## config.mk

```make
export PLATFORM = sky130hd
export DESIGN_NAME = frame_deserializer
export DESIGN_NICKNAME = d
export VERILOG_FILES = /design/src/rtl/frame_deserializer.sv
export SDC_FILE = /design/constraint.sdc
export NUM_CORES = 1
export LEC_CHECK = 0
export ABC_AREA = 1
export CAP_MARGIN = 10
export CORE_ASPECT_RATIO = 1.1
export CORE_MARGIN = 5
export CORE_UTILIZATION = 55
export DETAILED_ROUTE_END_ITERATION = 6
export PLACE_DENSITY = 0.84
export SLEW_MARGIN = 20
export SYNTH_ARGS = -nofsm -noshare
export SYNTH_HDL_FRONTEND = slang
export SYNTH_SLANG_ARGS = --single-unit
```

## constraint.sdc

```tcl
create_clock -name clk -period 1.5 [get_ports clk]
set_clock_uncertainty 0.05 [all_clocks]
set_input_delay 0.15 -clock clk [delete_from_list [all_inputs] [get_ports clk]]
set_output_delay 0.15 -clock clk [all_outputs]
set_load 0.03 [all_outputs]
```

## src/rtl/frame_deserializer.sv

```systemverilog
// frame_deserializer
//   Collects MSB-first serial words from a PISO stage into a shadow bank and
//   publishes a complete, in-order frame (word 0..N_WORDS-1) to a readout bank.
//
// Ports
//   clk          system clock, rising edge
//   reset        asynchronous active-low reset
//   serial_in    serial data bit, MSB first
//   SL           load strobe: 1 = word load cycle, 0 = shift cycles
//   sel          word index captured on a load cycle
//   ovf_in       overflow indication, accumulated over a frame
//   rd_addr      readout bank address (values >= N_WORDS read as 0)
//   rd_data      readout bank word, combinational read
//   word_valid   1-cycle pulse: a word was written to the shadow bank
//   word_idx     index of the word flagged by word_valid
//   frame_valid  1-cycle pulse: readout bank updated with a full frame
//   frame_err    1-cycle pulse: short word, bad index or out-of-order word
//   frame_ovf    overflow flag of the last published frame
module frame_deserializer #(
  parameter int unsigned WORD_W  = 12,
  parameter int unsigned N_WORDS = 5
) (
  input  logic              clk,
  input  logic              reset,
  input  logic              serial_in,
  input  logic              SL,
  input  logic [2:0]        sel,
  input  logic              ovf_in,
  input  logic [2:0]        rd_addr,
  output logic [WORD_W-1:0] rd_data,
  output logic              word_valid,
  output logic [2:0]        word_idx,
  output logic              frame_valid,
  output logic              frame_err,
  output logic              frame_ovf
);

  localparam int unsigned      CNT_W    = $clog2(WORD_W + 1);
  localparam logic [CNT_W-1:0] LAST_BIT = CNT_W'(WORD_W - 1);
  localparam logic [2:0]       LAST_IDX = 3'(N_WORDS - 1);

  typedef enum logic [1:0] {
    IDLE  = 2'd0,
    SHIFT = 2'd1,
    WAIT  = 2'd2
  } state_e;

  state_e            state_q, state_d;
  logic [CNT_W-1:0]  bit_cnt_q, bit_cnt_d;
  // Holds the first WORD_W-1 bits; the last bit is taken straight from
  // serial_in on the completing cycle so the word is available one cycle early.
  logic [WORD_W-2:0] shift_q, shift_d;
  logic [2:0]        cur_idx_q, cur_idx_d;
  logic [2:0]        exp_idx_q, exp_idx_d;
  logic [WORD_W-1:0] shadow_q [N_WORDS];
  logic [WORD_W-1:0] shadow_d [N_WORDS];
  logic [WORD_W-1:0] bank_q   [N_WORDS];
  logic [WORD_W-1:0] bank_d   [N_WORDS];
  logic              ovf_q, ovf_d;
  logic              word_valid_q, word_valid_d;
  logic [2:0]        word_idx_q, word_idx_d;
  logic              frame_valid_q, frame_valid_d;
  logic              frame_err_q, frame_err_d;
  logic              frame_ovf_q, frame_ovf_d;
  logic [WORD_W-1:0] word_full;

  assign word_full = {shift_q, serial_in};

  always_comb begin
    state_d       = state_q;
    bit_cnt_d     = bit_cnt_q;
    shift_d       = shift_q;
    cur_idx_d     = cur_idx_q;
    exp_idx_d     = exp_idx_q;
    shadow_d      = shadow_q;
    bank_d        = bank_q;
    ovf_d         = ovf_q | ovf_in;
    word_valid_d  = 1'b0;
    word_idx_d    = word_idx_q;
    frame_valid_d = 1'b0;
    frame_err_d   = 1'b0;
    frame_ovf_d   = frame_ovf_q;

    if (SL) begin
      // A load while still shifting means the previous word was short.
      if (state_q == SHIFT) begin
        frame_err_d = 1'b1;
        exp_idx_d   = '0;
        ovf_d       = 1'b0;
      end
      // Loading word 0 opens a new frame for overflow accumulation.
      if (sel == '0) begin
        ovf_d = ovf_in;
      end
      state_d   = SHIFT;
      cur_idx_d = sel;
      bit_cnt_d = '0;
      shift_d   = '0;
    end else if (state_q == SHIFT) begin
      shift_d   = {shift_q[WORD_W-3:0], serial_in};
      bit_cnt_d = bit_cnt_q + 1'b1;
      if (bit_cnt_q == LAST_BIT) begin
        state_d = WAIT;
        // Index 0 is always accepted: it restarts the frame.
        if (cur_idx_q > LAST_IDX ||
            (cur_idx_q != exp_idx_q && cur_idx_q != '0)) begin
          frame_err_d = 1'b1;
          exp_idx_d   = '0;
          ovf_d       = 1'b0;
        end else begin
          shadow_d[cur_idx_q] = word_full;
          word_valid_d        = 1'b1;
          word_idx_d          = cur_idx_q;
          if (cur_idx_q == LAST_IDX) begin
            bank_d        = shadow_d;
            frame_valid_d = 1'b1;
            frame_ovf_d   = ovf_q | ovf_in;
            ovf_d         = 1'b0;
            exp_idx_d     = '0;
          end else begin
            exp_idx_d = cur_idx_q + 3'd1;
          end
        end
      end
    end
  end

  always_ff @(posedge clk or negedge reset) begin
    if (!reset) begin
      state_q       <= IDLE;
      bit_cnt_q     <= '0;
      shift_q       <= '0;
      cur_idx_q     <= '0;
      exp_idx_q     <= '0;
      ovf_q         <= 1'b0;
      word_valid_q  <= 1'b0;
      word_idx_q    <= '0;
      frame_valid_q <= 1'b0;
      frame_err_q   <= 1'b0;
      frame_ovf_q   <= 1'b0;
      for (int unsigned i = 0; i < N_WORDS; i++) begin
        shadow_q[i] <= '0;
        bank_q[i]   <= '0;
      end
    end else begin
      state_q       <= state_d;
      bit_cnt_q     <= bit_cnt_d;
      shift_q       <= shift_d;
      cur_idx_q     <= cur_idx_d;
      exp_idx_q     <= exp_idx_d;
      ovf_q         <= ovf_d;
      word_valid_q  <= word_valid_d;
      word_idx_q    <= word_idx_d;
      frame_valid_q <= frame_valid_d;
      frame_err_q   <= frame_err_d;
      frame_ovf_q   <= frame_ovf_d;
      shadow_q      <= shadow_d;
      bank_q        <= bank_d;
    end
  end

  always_comb begin
    rd_data = '0;
    if (rd_addr <= LAST_IDX) begin
      rd_data = bank_q[rd_addr];
    end
  end

  assign word_valid  = word_valid_q;
  assign word_idx    = word_idx_q;
  assign frame_valid = frame_valid_q;
  assign frame_err   = frame_err_q;
  assign frame_ovf   = frame_ovf_q;

endmodule

```

==> impl_metrics.toml <==
[logic_synthesis]
yosys_register_bits = 151
synth_top_cell_by_area = "dfrtp_1"
netlist_area_um2 = 7230
synth_warnings = 0
synthTopCellsByArea = "dfrtp_1 52%, nand2_1 21%, o21ai_0 6.4%"
syn_nets = 937
avgSynthCellArea_um2 = 7.83
yosysSeqAreaShare = 0.523
synth-main-ff-cell = "dfrtp_1"
synth_common_cells = "403 x nand2_1, 151 x dfrtp_1, 92 x o21ai_0"
synthCells = 923
synth-edff-count = 0
async_flop_share = 1.00
netlist.area_leader.share = 0.523
synth.distinct_cells = 28
yosysMostFrequentCell = "nand2_1"

[placed_design]
hpwl_um = 12200
dp_worst_setup_slack_ps = -311
port_buffers = 29
gp_congestion = 0.828

[clocking]
cts.reportedPaths.clkPinSlew_ps = 70
clockBufferDepth = 2
clock-sinks = 151
tritoncts = "built"
root_buffer = "clkbuf_16"
clk-insertion-delay-late_ps = 430
htreeDepth = 4
cts_made_buffers = 17

[setup_path]
critPathBufInv = 2
cp.arrival_ps = 2000
rr_startpoint = "bit_cnt_q[0]$_DFFE_PN0P_"
crit_chain = "ha_2 -> nand3b_1 -> buf_4 -> nor2_4 -> nand3_4 -> clkbuf_16 -> nand2_1 -> nand2_1"
crit_type = "reg2reg"
reg2reg_depth = 8
cpMostUsedCell = "nand2_1"
regToRegEndpoint = "shadow_q[58]$_DFFE_PN0P_"
critPathMaxStageDelay_ps = 360
slowest_stage = "dfrtp_1"
crit_fanout = 18
required_ps = 1770
cp_top_family = "simple AND/OR/NAND/NOR gates"
r2r_slack_ps = -230
cp-end-kind = "flip-flop"
crit_start = "bit_cnt_q[0]$_DFFE_PN0P_"
critPathLaunchType = "flip-flop"

[status]
violations = "negative setup slack"
outcome = "complete, but fails checks"

[floorplan]
io_pins = 30
die-width_um = 119
core_um2 = 13000
dieArea_um2 = 15500
die_y_um = 130
start_util = 0.554
rows = 44

[sta]
finalSetupViolations = 141
max_freq_mhz = 580
finalHoldViolations = 0
maxSlewViolCount = 0
fin_crit_sh = 1.15
max_slew_margin = 0.740
setup-tns-final_ps = -23630
rsz0062_at_grt = "yes"
post-route-min-period_ps = 1730
fin_ws_ps = -225
tightestPinTransition_ps = 390

[routing]
first_pass_iters = 6
avgViaCountPerCell = 5.99
routed_wl_um = 21400
first_iter_violations = 1101
drc = 0
route.detailed.wl_per_inst_um = 18.1
ant_nets = 0
vias = 7096

[power_and_ir_drop]
p_leak_nw = 4.79
ir_drop_v = 0.000658
power_w = 0.00992
powerDensity_nw_per_um2 = 1060

[final_layout]
antenna_cells = 0
area_delta_synth_final_pct = 29.1
drive_gt1_frac = 0.186
final.fill_count = 903
nNetsFinal = 1024

[flow_run]
max_cap_violations = 0

[grt]
grt_pass1_vias = 6731
grt_util_all_layers = 0.272
grt_remaining_overflow = 0
antenna_found_initial = 0
grt_pass1_wl_um = 33600
grt_max_degree = 61

[min_path]
hold_path_class = "in2async"
==> state kept, by name, summed over array words and instances, names as in the netlist <==
name         cells
bank_q          60
bit_cnt_q        4
cur_idx_q        3
exp_idx_q        3
frame_err        1
frame_ovf        1
frame_valid      1
ovf_q            1
shadow_q        60
shift_q         11
state_q          2
word_idx         3
word_valid       1
==> kinds of logic after synthesis <==
| kind of cell | count (synthesis) | share of synthesized area |
|---|---|---|
| buffers and inverters | 95 | 0.0614 |
| adder cells (fa/ha/maj) | 3 | 0.00519 |
| flip-flops | 151 | 0.523 |
| AO/OA/AOI/OAI | 132 | 0.0983 |
| AND/OR/NAND/NOR | 540 | 0.310 |
| XOR/XNOR | 2 | 0.00242 |
==> cells in the final DEF, fill, tap and decap left out, drive strengths merged, types with 2 or more instances in the layout <==
master,n
a21oi,4
a31oi,24
buf,109
bufinv,5
clkbuf,20
clkdlybuf4s50,7
clkinv,6
dfrtp,151
dlygate4sd2,9
ha,3
inv,37
nand2,404
nand3,9
nand4,63
nor2,62
o21ai,92
o22ai,11
xnor2,2
==> layout make-up <==
class,instances,area (um2),area share
Tap cell,161,201,0.0216
Inverter,35,136,0.0146
Timing Repair Buffer,128,1390,0.149
Sequential cell,151,3780,0.405
Clock buffer,18,439,0.0471
Clock inverter,14,220,0.0236
Multi-Input combinational cell,677,3160,0.339
==> report_power, final <==
part	total [W]	switching [W]	internal [W]
logic	0.00104	0.000667	0.000374
clock network	0.00476	0.00175	0.00301
registers	0.00412	0.0000190	0.00410
==> per-layer routing <==
layer | track usage | routed length (um)
met4 | 0.102 | 767
met3 | 0.0741 | 2280
met2 | 0.440 | 10100
met1 | 0.353 | 8240
met5 | 0 | 0
==> through the flow <==
stage               hold slack, ps  cells   util  area (um2)
floorplan                     -196    923      -        7390
global placement              28.9   1125  0.630        8220
detailed placement            33.2   1125  0.630        8220
CTS                            150   1173  0.702        9170
global route                   184   1184  0.715        9330
finish                         139   1184  0.715        9330
==> worst max-delay path by stage <==
stage / end / slack (ps) / cells after the start
after floorplan: bank_q[22]$_DFFE_PN0P_ / -30 / 7
after global placement: rd_data[2] / -290 / 7
after detailed placement: rd_data[2] / -310 / 7
after CTS: bank_q[13]$_DFFE_PN0P_ / -140 / 8
after global routing: exp_idx_q[2]$_DFFE_PN0P_ / -320 / 10
final: shadow_q[58]$_DFFE_PN0P_ / -230 / 8
==> timing repair <==
item / in CTS / in global routing
pin swaps: 48 / 12
hold buffers: 1 / 0
gates resized for setup: 76 / 20
setup buffers: 12 / 8
setup endpoints to repair: 148 / 143
gates cloned: 3 / 3
hold endpoints to repair: 151 / 0
==> worst reg2reg max path, stage by stage (launching register included) <==
cell	delay (ps)
dfrtp_1	360
ha_2	190
nand3b_1	120
buf_4	190
nor2_4	190
nand3_4	160
clkbuf_16	220
nand2_1	80
nand2_1	50
(Power assumes the default switching activity.)
